--- config.mk ---
export PLATFORM = sky130hd
export DESIGN_NAME = dmx6_dist
export DESIGN_NICKNAME = d
export VERILOG_FILES = /design/src/rtl/dmx6_pkg.sv /design/src/rtl/dmx6_dec.sv /design/src/rtl/dmx6_dist.sv
export SDC_FILE = /design/constraint.sdc
export NUM_CORES = 1
export LEC_CHECK = 0
export BUFFER_PORTS_ARGS = -buffer_cell sky130_fd_sc_hd__buf_2
export CORE_ASPECT_RATIO = 0.8
export CORE_UTILIZATION = 54
export DETAILED_ROUTE_END_ITERATION = 6
export PLACE_DENSITY = 0.84
export SLEW_MARGIN = 20
export SYNTH_ARGS = -nofsm -noshare
export SYNTH_HDL_FRONTEND = slang
export SYNTH_SLANG_ARGS = --single-unit
--- constraint.sdc ---
create_clock -name sys_clk -period 3.1 [get_ports sys_clk]
set_input_delay 0 -clock sys_clk [delete_from_list [all_inputs] [get_ports sys_clk]]
set_output_delay 0 -clock sys_clk [all_outputs]
set_load 0.005 [all_outputs]
--- src/rtl/dmx6_pkg.sv ---
// Shared definitions for the six-way slot datapath: slot count, last slot
// index, slot index type and the select-code decode used by both the read-side
// muxes and the write-side distributor.
package dmx6_pkg;

  localparam int NSLOT = 6;
  localparam logic [2:0] LASTSLOT = 3'd5;

  typedef logic [2:0] slot_t;

  // sel_2=0 addresses slots 0..3 directly; sel_2=1 picks 4 or 5 from sel_0
  // only, so codes 6 and 7 alias onto slots 4 and 5.
  function automatic logic [NSLOT-1:0] slot_onehot(input slot_t sel);
    logic [NSLOT-1:0] oh;
    oh = '0;
    if (sel[2]) begin
      oh[4 + int'(sel[0])] = 1'b1;
    end else begin
      oh[sel[1:0]] = 1'b1;
    end
    return oh;
  endfunction

endpackage

--- src/rtl/dmx6_dec.sv ---
// Combinational 3-bit slot index to 6-bit one-hot decoder with enable.
module dmx6_dec
  import dmx6_pkg::*;
(
  input  logic             en,
  input  slot_t            idx,
  output logic [NSLOT-1:0] oh
);

  // Decode only when enabled; a disabled decoder contributes no write strobe.
  always_comb begin
    oh = '0;
    if (en) begin
      oh = slot_onehot(idx);
    end
  end

endmodule

--- src/rtl/dmx6_dist.sv ---
// Registered 1-to-6 distributor: explicit load at a decoded select code, or
// round-robin push through ptr with a one-cycle frame pulse after slot 5.
// Priority per edge is clr, then ld, then push. All outputs are registered.
module dmx6_dist
  import dmx6_pkg::*;
#(
  parameter int WIDTH = 8
) (
  input  logic             sys_clk,
  input  logic             reset,
  input  logic [WIDTH-1:0] d,
  input  logic             sel_0,
  input  logic             sel_1,
  input  logic             sel_2,
  input  logic             ld,
  input  logic             push,
  input  logic             clr,
  output logic [WIDTH-1:0] q_0,
  output logic [WIDTH-1:0] q_1,
  output logic [WIDTH-1:0] q_2,
  output logic [WIDTH-1:0] q_3,
  output logic [WIDTH-1:0] q_4,
  output logic [WIDTH-1:0] q_5,
  output logic [NSLOT-1:0] vld,
  output slot_t            ptr,
  output logic             frame
);

  logic [WIDTH-1:0] q_r [NSLOT];
  logic             ld_en;
  logic             push_en;
  logic [NSLOT-1:0] ld_oh;
  logic [NSLOT-1:0] push_oh;
  logic [NSLOT-1:0] wr_oh;
  logic             at_last;

  // clr masks both write paths; ld masks push so at most one strobe is active.
  always_comb begin
    ld_en   = ~clr & ld;
    push_en = ~clr & ~ld & push;
    wr_oh   = ld_oh | push_oh;
    at_last = (ptr == LASTSLOT);
  end

  dmx6_dec u_dec_ld (
    .en  (ld_en),
    .idx ({sel_2, sel_1, sel_0}),
    .oh  (ld_oh)
  );

  dmx6_dec u_dec_push (
    .en  (push_en),
    .idx (ptr),
    .oh  (push_oh)
  );

  // Holding registers take d on their strobe; clr leaves them untouched.
  always_ff @(posedge sys_clk or posedge reset) begin
    if (reset) begin
      for (int i = 0; i < NSLOT; i++) begin
        q_r[i] <= '0;
      end
    end else begin
      for (int i = 0; i < NSLOT; i++) begin
        if (wr_oh[i]) begin
          q_r[i] <= d;
        end
      end
    end
  end

  // Valid flags, round-robin pointer (wraps at LASTSLOT) and frame pulse.
  always_ff @(posedge sys_clk or posedge reset) begin
    if (reset) begin
      vld   <= '0;
      ptr   <= '0;
      frame <= 1'b0;
    end else if (clr) begin
      vld   <= '0;
      ptr   <= '0;
      frame <= 1'b0;
    end else begin
      vld   <= vld | wr_oh;
      frame <= push_en & at_last;
      if (push_en) begin
        ptr <= at_last ? 3'd0 : ptr + 3'd1;
      end
    end
  end

  assign q_0 = q_r[0];
  assign q_1 = q_r[1];
  assign q_2 = q_r[2];
  assign q_3 = q_r[3];
  assign q_4 = q_r[4];
  assign q_5 = q_r[5];

endmodule
==> impl_summary.md <==
Timing
Setup violations remaining at the end of the flow were counted as 0. The max-slew headroom at the worst pin is 0.5006. At the pin with the least slew margin, the transition time is 0.7481 ns. The worst path in the final design needs a cycle of about 2.1 ns, including I/O delays and setup. Setup repair after global routing left no endpoint under its margin.

The final cycle utilization of the critical path is 0.6792. Clock skew on the completed layout was measured at approximately 0.0093 ns. For this run, the top clock speed supported by timing is about 0.47 GHz. The number of failing hold endpoints at the final stage was 0. Setup slack on the critical path of the routed design comes to about 0.99 ns. The aggregate negative setup slack is 0 ns. The count of final max-slew check failures was 0.

Floorplan
The die is ~76 um wide. The placement row count is 21. The number of ports placed on the die boundary is 74.

The core region is between 4000 and 5000 um^2. The die covers between 4000 and 5000 um^2. The vertical extent of the die is approximately 61 um. The initial core utilization is 0.5639.

Final layout
The top cell types in the final layout, fill and taps aside, are sky130_fd_sc_hd__buf_2, sky130_fd_sc_hd__dfrtp_1, sky130_fd_sc_hd__mux2_2. For this run, the share of the core covered by cells in the final layout is 0.7311. The library cell used most frequently in the layout, excluding fill and tap cells, is sky130_fd_sc_hd__buf_2.

The number of fillers in the final layout is between 200 and 300. The net count reported at finish is 258. Of the cells placed in the final design, the portion with a size suffix greater than 1 is 0.5918. The combined area of the multi-input logic cells is about 850 um^2. Registers take roughly 1500 um^2. The number of antenna diodes is 0. Relative to the synthesized area, the layout overhead comes to 29.63%.

Global routing
The first global-routing pass estimated 8086 um of wire. The most crowded layer after global routing is met2. The largest net degree at the start of global routing is 38. In the global route stage, met2 resource usage came out at 0.4083. The initial antenna violation count was 0. The met3 capacity usage during global routing is 0.1244. For met1 alone, demand over resource in global routing was 0.3300. The total congestion overflow after global routing is 0.

For this run, the total global-route usage over all layers was measured as 0.2611. The number of global-route vias before repair is ~1600.

CTS
The maximum clock path buffer count is 2. In this run, CTS created clock tree buffers numbering 9. The buffer cell driving the clock tree root is sky130_fd_sc_hd__clkbuf_8. The clock slew seen by the registers of the worst setup and hold paths is 0.06 ns. The number of setup buffers added after CTS is 0.

The clock reaches the later pin of the worst-skew pair after between 0.3 and 0.4 ns. The sink count of the clock tree is between 50 and 60. The clock tree from TritonCTS is built. The clock tree synthesis step divided the H-tree into 3 levels.

Placement
The count of input and output buffers is 73. The minimum setup slack after placement is a little under 1 ns. Detailed placement finished with a half-perimeter wire length of about 3400 um. The last weighted congestion value of the routability-driven placer is ~0.85.

Synth
The number of standard cells after synthesis is 150. A synthesized cell averages ~16 um^2. When the netlist entered floorplanning its net count stood at 167. The sequential share of the synthesized area is 0.6160.

The number of synthesis warnings is 0. The netlist area before placement is 2356 um^2. The number of different library cells used by synthesis comes to 26. The flip-flop and latch count after synthesis is 58.

Worst setup path
The critical path crosses 3 cells after its start point. In this run the worst path has a maximum fanout of 9. The family with the most delay on the worst path is simple AND/OR/NAND/NOR gates. Together, buffers and inverters on the worst path number 0.

The cell type of the slowest stage on the worst timing path is sky130_fd_sc_hd__or4b_4. The worst setup path category is reg -> reg. STA classifies the critical path startpoint as a register. The required time reported for the critical path endpoint is between 3 and 4 ns. The largest single stage delay on the critical path is 0.61 ns.

The endpoint arrival time on the critical path is roughly 2.3 ns. The worst reg2reg path depth is 3. The worst-case register-to-register setup slack is around 0.99 ns. The signal on the critical path passes through or4b_4 -> o32ai_4 -> mux2_2. The type of element capturing the critical path is a register.

Routing
After detailed routing, the number of remaining DRC violations is 0. The detailed-router iteration count before antenna repair is 4. The final layout contains routed wiring with a total length of 5226 um. The number of routed nets with antenna violations is 0. The via density per instance is between 5 and 6. After the first detailed-routing iteration, the DRC count stood at 101. The total number of vias is ~1600. Dividing the detail-routed wire length by the instance count gives between 15 and 20 um.

Power and ir drop
For this design the static power due to leakage is ~1.5 nW. The maximum vdd drop is around 0.00054 V. After layout, the design draws a total of between 0.002 and 0.0025 W. Dividing total power by cell area gives a power density of 675.8 nW/um^2.

Hold path
The cell count of the worst hold path is 3. The tightest min-delay check is of the in -> reg type.

Run status
The run finished with clean final reports.

Flow run
The max-cap check violation count is 0.
## tightest hold or removal path, delay by kind of cell
kind	cells	cell delay, ns
simple gates	2	0.30
buf+inv	1	0.11
## sequential cells by signal (all words and copies together) (netlist names)
| name | count |
|---|---|
| frame | 1 |
| ptr | 3 |
| q_0 | 8 |
| q_1 | 8 |
| q_2 | 8 |
| q_3 | 8 |
| q_4 | 8 |
| q_5 | 8 |
| vld | 6 |
## per-stage QoR
step | hold WS, ns | instance area [um^2] | instances
after floorplan | 0.1485 | 2356 | 150
after global placement | 0.1691 | 2778 | 277
after detailed placement | 0.1684 | 2778 | 277
after CTS | 0.1055 | 3048 | 302
after global routing | 0.1344 | 3054 | 302
final | 0.1223 | 3054 | 302
## per-layer routing
metal,vias up,share of wire
met3,6,0.063
met2,56,0.49
met5,-,0
met4,0,0.011
met1,805,0.43
li1,717,-
## final cells by class
| class | instances | area share |
|---|---|---|
| Inverter | 10 | 0.01229 |
| Sequential cell | 58 | 0.4752 |
| Clock inverter | 3 | 0.004916 |
| Multi-Input combinational cell | 78 | 0.2786 |
| Tap cell | 57 | 0.02335 |
| Clock buffer | 12 | 0.05080 |
| Timing Repair Buffer | 84 | 0.1549 |
## kinds of logic (layout without fill, tap and decap cells)
logic type               count (synthesis)  count (layout)  share of synthesized area
AO/OA/AOI/OAI                           15              15                    0.06532
XOR/XNOR                                 1               1                   0.003718
adder cells (fa/ha/maj)                  1               1                   0.005310
buffers and inverters                   14             109                    0.02549
flip-flops                              58              58                     0.6160
multiplexers                            48              48                     0.2422
AND/OR/NAND/NOR                         13              13                    0.04195
## what timing repair did
action                    4_1_cts  5_1_grt
hold endpoints to repair       88        0
hold buffers                   10        0
resized for setup               0        0
## report_power, final
part / internal, W / switching, W
registers: 0.000922 / 0.0000884
logic: 0.000268 / 0.000177
clock network: 0.000325 / 0.000284
## Yosys cell counts
| library cell | count | area [um^2] |
|---|---|---|
| sky130_fd_sc_hd__a21oi_1 | 5 | 25.02 |
| sky130_fd_sc_hd__buf_6 | 1 | 11.26 |
| sky130_fd_sc_hd__clkbuf_1 | 3 | 11.26 |
| sky130_fd_sc_hd__dfrtp_1 | 58 | 1451 |
| sky130_fd_sc_hd__ha_1 | 1 | 12.51 |
| sky130_fd_sc_hd__inv_1 | 10 | 37.54 |
| sky130_fd_sc_hd__mux2_2 | 40 | 450.4 |
| sky130_fd_sc_hd__mux2_4 | 8 | 120.1 |
| sky130_fd_sc_hd__nand2_1 | 1 | 3.750 |
| sky130_fd_sc_hd__nand2b_1 | 1 | 6.260 |
| sky130_fd_sc_hd__nand3b_1 | 2 | 15.01 |
| sky130_fd_sc_hd__nand4bb_1 | 1 | 11.26 |
| sky130_fd_sc_hd__nor2_1 | 2 | 7.510 |
| sky130_fd_sc_hd__nor3_1 | 1 | 5.000 |
| sky130_fd_sc_hd__nor4bb_1 | 1 | 10.01 |
| sky130_fd_sc_hd__o21ai_0 | 1 | 5.000 |
| sky130_fd_sc_hd__o21ba_2 | 3 | 30.03 |
| sky130_fd_sc_hd__o2bb2a_1 | 1 | 10.01 |
| sky130_fd_sc_hd__o2bb2ai_1 | 1 | 8.760 |
| sky130_fd_sc_hd__o32a_1 | 2 | 20.02 |
| sky130_fd_sc_hd__o32ai_4 | 2 | 55.05 |
| sky130_fd_sc_hd__or3b_2 | 1 | 8.760 |
| sky130_fd_sc_hd__or4_1 | 1 | 7.510 |
| sky130_fd_sc_hd__or4b_1 | 1 | 10.01 |
| sky130_fd_sc_hd__or4b_4 | 1 | 13.76 |
| sky130_fd_sc_hd__xnor2_1 | 1 | 8.760 |
## path summary, 6_finish.rpt
path	to	from
min in group asynchronous	ptr[2]	reset
hold / removal	frame	push
max in group asynchronous	frame	reset
hold reg to reg	q_3[5]	q_3[5]
setup / recovery	q_1[2]	ptr[2]
setup reg to reg	q_1[2]	ptr[2]
Power figures use the tool's default switching activity.
